`src/rtl/fc_seq_ctrl.sv`:
```
// fc_seq_ctrl: sequences ROM addresses and MAC control for a 2-class fully-connected classifier,
// captures per-class scores, streams them out and produces an argmax prediction per sample.
module fc_seq_ctrl #(
    parameter int N_SAMPLES = 42,
    parameter int IN_DIM    = 16,
    parameter int ACC_W     = 36,
    parameter int RD_LAT    = 1,
    parameter int FEAT_AW   = 10,
    parameter int WGT_AW    = 5,
    localparam int SW = $clog2(N_SAMPLES + 1),
    localparam int KW = $clog2(IN_DIM + RD_LAT + 1)
) (
    input  logic                    clk_i,
    input  logic                    rst_n_i,
    input  logic                    start_i,
    input  logic signed [ACC_W-1:0] acc_i,
    output logic [FEAT_AW-1:0]      feat_addr_o,
    output logic [WGT_AW-1:0]       wgt_addr_o,
    output logic                    mac_clr_o,
    output logic                    mac_en_o,
    output logic signed [ACC_W-1:0] out_wdata_o,
    output logic                    out_en_o,
    output logic                    pred_o,
    output logic                    pred_valid_o,
    output logic [SW-1:0]           sample_idx_o,
    output logic                    busy_o,
    output logic                    done_o
);
    typedef enum logic [2:0] {IDLE, CLR, MAC, DRAIN, OUT0, OUT1, DONE} state_t;
    state_t                  state_q, state_d;
    logic [SW-1:0]           s_q, s_d;
    logic                    c_q, c_d;
    logic [KW-1:0]           k_q, k_d;
    logic [FEAT_AW-1:0]      feat_q, feat_d;
    logic [WGT_AW-1:0]       wgt_q, wgt_d;
    logic signed [ACC_W-1:0] sc0_q, sc0_d, sc1_q, sc1_d;
    logic                    pred_q;
    logic [RD_LAT-1:0]       en_q;
    always_ff @(posedge clk_i or negedge rst_n_i) begin
        if (!rst_n_i) begin
            state_q <= IDLE;
            s_q     <= '0;
            c_q     <= 1'b0;
            k_q     <= '0;
            feat_q  <= '0;
            wgt_q   <= '0;
            sc0_q   <= '0;
            sc1_q   <= '0;
            pred_q  <= 1'b0;
            en_q    <= '0;
        end else begin
            state_q <= state_d;
            s_q     <= s_d;
            c_q     <= c_d;
            k_q     <= k_d;
            feat_q  <= feat_d;
            wgt_q   <= wgt_d;
            sc0_q   <= sc0_d;
            sc1_q   <= sc1_d;
            pred_q  <= pred_o;
            // MAC-cycle flag delayed to line up with ROM data at the MAC input
            en_q    <= (en_q << 1) | RD_LAT'(state_q == MAC);
        end
    end
    always_comb begin
        state_d = state_q;
        s_d     = s_q;
        c_d     = c_q;
        k_d     = k_q;
        feat_d  = feat_q;
        wgt_d   = wgt_q;
        sc0_d   = sc0_q;
        sc1_d   = sc1_q;
        case (state_q)
            IDLE: if (start_i) begin
                s_d     = '0;
                c_d     = 1'b0;
                state_d = CLR;
            end
            CLR: begin
                k_d     = '0;
                feat_d  = FEAT_AW'(s_q) * FEAT_AW'(IN_DIM);
                wgt_d   = c_q ? WGT_AW'(IN_DIM) : '0;
                state_d = MAC;
            end
            MAC: begin
                k_d = k_q + 1'b1;
                if (k_q == KW'(IN_DIM - 1)) begin
                    k_d     = '0;
                    state_d = DRAIN;
                end else begin
                    feat_d = feat_q + 1'b1;
                    wgt_d  = wgt_q + 1'b1;
                end
            end
            DRAIN: begin
                k_d = k_q + 1'b1;
                if (k_q == KW'(RD_LAT)) begin
                    sc0_d   = c_q ? sc0_q : acc_i;
                    sc1_d   = c_q ? acc_i : sc1_q;
                    c_d     = 1'b1;
                    state_d = c_q ? OUT0 : CLR;
                end
            end
            OUT0: state_d = OUT1;
            OUT1: begin
                c_d     = 1'b0;
                state_d = (s_q == SW'(N_SAMPLES - 1)) ? DONE : CLR;
                s_d     = (s_q == SW'(N_SAMPLES - 1)) ? s_q : s_q + 1'b1;
            end
            default: state_d = IDLE;
        endcase
    end
    assign feat_addr_o  = feat_q;
    assign wgt_addr_o   = wgt_q;
    assign mac_clr_o    = state_q == CLR;
    assign mac_en_o     = en_q[RD_LAT-1];
    assign out_en_o     = state_q == OUT0;
    assign out_wdata_o  = (state_q == OUT0) ? sc0_q : (state_q == OUT1) ? sc1_q : '0;
    assign pred_valid_o = state_q == OUT1;
    assign pred_o       = (state_q == OUT1) ? !(sc0_q > sc1_q) : pred_q;
    assign sample_idx_o = s_q;
    assign busy_o       = !(state_q == IDLE || state_q == DONE);
    assign done_o       = state_q == DONE;
endmodule

```
`config.mk`:
```
export PLATFORM = sky130hd
export DESIGN_NAME = fc_seq_ctrl
export DESIGN_NICKNAME = d
export VERILOG_FILES = /design/src/rtl/fc_seq_ctrl.sv
export SDC_FILE = /design/constraint.sdc
export NUM_CORES = 1
export LEC_CHECK = 0
export BUFFER_PORTS_ARGS = -buffer_cell sky130_fd_sc_hd__buf_4
export CAP_MARGIN = 20
export CORE_MARGIN = 4
export CORE_UTILIZATION = 52
export CTS_CLUSTER_DIAMETER = 100
export DETAILED_ROUTE_END_ITERATION = 8
export GPL_ROUTABILITY_DRIVEN = 0
export PLACE_DENSITY = 0.75
export SLEW_MARGIN = 20
export SYNTH_ARGS = -nofsm -noshare
export SYNTH_HDL_FRONTEND = slang
export SYNTH_SLANG_ARGS = --single-unit
export TNS_END_PERCENT = 30
```
`constraint.sdc`:
```
create_clock -name clk_i -period 2.7 [get_ports clk_i]
set_input_delay 0 -clock clk_i [delete_from_list [all_inputs] [get_ports clk_i]]
set_output_delay 0 -clock clk_i [all_outputs]
set_load 0.05 [all_outputs]
```
==> results.yml <==
routing:
  antenna_left: 0
  via_count: 4857
  routedWlPerCell_um: 16.8
  drc: 0
  dr.first_iter.drc_count: 258
  firstDrtPassIters: 4
  viasPerCell: 5.56
  drt-total-wl_um: 14700
clocking:
  path_clk_slew_ps: 90
  clk_latency_ps: 380
  h-tree-depth: 3
  cts_tree: "done"
  clock_sinks: 104
  cts_made_buffers: 9
  clockBufferDepth: 2
  cts_root_buffer: "clkbuf_8"
global_route:
  grt_util_met3_pct: 5.31
  grt.total_usage_pct: 23.5
  gr-total-overflow: 0
  grt-busiest-layer: "met2"
  grt_max_degree: 46
  grtUsageMet2_pct: 38.5
  grt_pass1_vias: 5003
  antenna_found_initial: 0
  grt_pass1_wl_um: 24600
  met1_usage_pct: 30.9
cells_and_area:
  antenna_cells: 0
  seq_area_sq_mm: 0.00260
  drive_gt1_share_pct: 26.6
  final_cell_mix: "buf_4 (124), dfrtp_1 (104), nand2_1 (76)"
  fill_cells: 825
  final_nets: 813
  multiInputGateArea_sq_mm: 0.00295
  synthToLayoutAreaGrowth_pct: 28.5
  stdcell_count: 873
  final_common_cell: "buf_4"
placed_design:
  portBuffers: 102
  post-dp-hpwl_um: 10100
  place_ws_ps: 283
  post-place-cells: 810
synthesis:
  netlist_area_sq_mm: 0.00582
  synth_top_family_by_area: "compound AO/OA/AOI/OAI gates"
  synthAdderAreaFrac_pct: 9.46
  ys.flop_type: "dfrtp_1"
  synthDistinctLibCells: 46
  yosys_warnings: 0
  synth_area_leaders: "dfrtp_1 (45%), ha_1 (9.5%), mux2_4 (7.7%)"
  yosysTopAreaCell: "dfrtp_1"
  synth_edf_count: 0
  async_flop_share_pct: 100
  yosys.area_share.simple_pct: 12.8
  synth.avg_cell_area_sq_um: 9.99
  synth_compound_area_share_pct: 16.5
  ys_ff_latch: 104
  synthCells: 583
  ys_seq_area_share_pct: 44.7
  yosys-mux-area-fraction_pct: 9.09
  synth_top_area_share_pct: 44.7
  synth_xor_area_share_pct: 1.20
  synth_nets: 666
pwr:
  p_sw_w: 0.000747
  swShare_pct: 23.6
  seq_power_share_pct: 52.3
  p_leak_nw: 3.67
  pwr-share-comb_pct: 11.8
  pwr_density_cell_mw_per_mm2: 423
  clockPowerShare_pct: 35.8
  ir_worst_vdd_mv: 0.378
  internal_power_w: 0.00241
worst_setup_path:
  critPathMaxFanout: 3
  required_ps: 2700
  arrival_ps: 2630
  path_cells: "ha_1, a21oi_1, o21ai_0, a221oi_2, a21boi_1, or4_1, and3_4, buf_6"
  critPathLaunchType: "flop"
  critPathBufInv: 1
  max_stage_delay_ps: 490
  critical_path_class: "reg2out"
  cpLargestDelayFamily: "simple AND/OR/NAND/NOR gates"
  cp_slowest_cell: "or4_1"
  end_kind: "primary output"
floorplanning:
  die-area_sq_mm: 0.0130
  core-area_sq_mm: 0.0109
  rows: 38
  start_util_pct: 53.5
  die_h_um: 114
  io_pins: 103
  die_w_um: 114
sta:
  setup_viol: 0
  period_needed_ps: 2630
  finalSetupTns_ps: 0
  skew_ps: 9.89
  worstMarginPinSlew_ps: 583
  fin_crit_sh_pct: 97.3
  relSlewSlack_pct: 61.1
  fmax_mhz: 381
  postLayoutSetupSlackWorst_ps: 72.8
  hold_viol: 0
  hold_slack_ps: 156
  slew_viol_final: 0
worst_hold_path:
  min_path_type: "in2async"
status:
  status: "complete, no violations"
flow_run:
  max-cap-violations: 0
Yosys cell counts, types with 2 or more instances:
master and number:
or3_1 3, inv_1 47, clkbuf_1 17, a21oi_1 41, o21ai_0 57, nand2b_1 4
nor4_1 2, xor2_1 8, dfrtp_1 104, or2_2 2, nor2_1 25, o22ai_1 5
buf_12 3, buf_2 5, ha_1 44, and3_1 7, mux2_4 30, nand3b_1 2
nand4_1 13, nand3_1 14, nor3_1 2, buf_6 2, a221oi_1 2, and2_1 2
nand2_1 77, mux2_2 7, o21a_1 3, a22o_1 36, a21boi_0 2
metal layers:
metal  up-vias  part of all wire (%)
met5         -                     0
li1       2338                     -
met3        22                   5.1
met1      2376                    44
met2       121                    49
met4         0                   1.7
final cells by class:
type                            count  share of cell area (%)
Clock buffer                       10                    1.71
Sequential cell                   104                    34.8
Timing Repair Buffer              164                    17.9
Multi-Input combinational cell    403                    39.5
Inverter                           48                    2.48
Clock inverter                      4                    1.27
Tap cell                          140                    2.34
stage by stage:
step | power (W) | util (%) | cell area [sq um]
floorplan | 0.00183 | - | 5820
global placement | 0.00196 | 61.6 | 6710
detailed placement | 0.00198 | 61.6 | 6710
CTS | 0.00315 | 67.4 | 7330
global route | 0.00330 | 68.7 | 7480
finish | 0.00316 | 68.7 | 7480
state kept, by name (all words and copies together), names as in the netlist:
register,flops
mac_en_o,1
sc0_q,36
feat_addr_o,10
state_q,3
sc1_q,36
c_q,1
wgt_addr_o,5
k_q,5
pred_q,1
sample_idx_o,6
logic make-up (layout without fill, tap and decap cells):
| logic type | count (synthesis) | count (layout) |
|---|---|---|
| AOI/OAI and AO/OA | 154 | 154 |
| xor gates and xnor gates | 8 | 8 |
| adders and majority gates | 44 | 44 |
| buffers and inverters | 76 | 226 |
| DFF | 104 | 104 |
| muxes | 37 | 37 |
| and+or+nand+nor | 160 | 160 |
repair_timing:
item,in CTS,in global routing
endpoints found under the setup margin,1,1
endpoints found under the hold margin,115,0
hold buffers,38,0
gates resized for setup,4,10
setup buffers,0,11
pin swaps,2,12
final timing paths:
| kind | startpoint | end | slack, ps | cells past startpoint |
|---|---|---|---|---|
| setup / recovery | sc0_q[9] | pred_o | 70 | 8 |
| hold / removal | rst_n_i | sc1_q[6] | 160 | 2 |
| setup reg to reg | state_q[1] | sc0_q[30] | 470 | 6 |
| hold reg to reg | feat_addr_o[1] | feat_addr_o[1] | 540 | 2 |
| max in group asynchronous | rst_n_i | sc0_q[26] | 1800 | 3 |
| min in group clk_i | acc_i[15] | sc1_q[15] | 370 | 4 |
power groups by stage:
| stage | Sequential, W | Clock, W | Combinational, W |
|---|---|---|---|
| global route | 0.00166 | 0.00122 | 0.000417 |
| global placement | 0.00168 | 0 | 0.000284 |
| finish | 0.00165 | 0.00113 | 0.000374 |
| floorplan | 0.00167 | 0 | 0.000161 |
| detailed placement | 0.00168 | 0 | 0.000295 |
| CTS | 0.00165 | 0.00116 | 0.000344 |
Note: power is estimated with default switching activity, not from simulation.
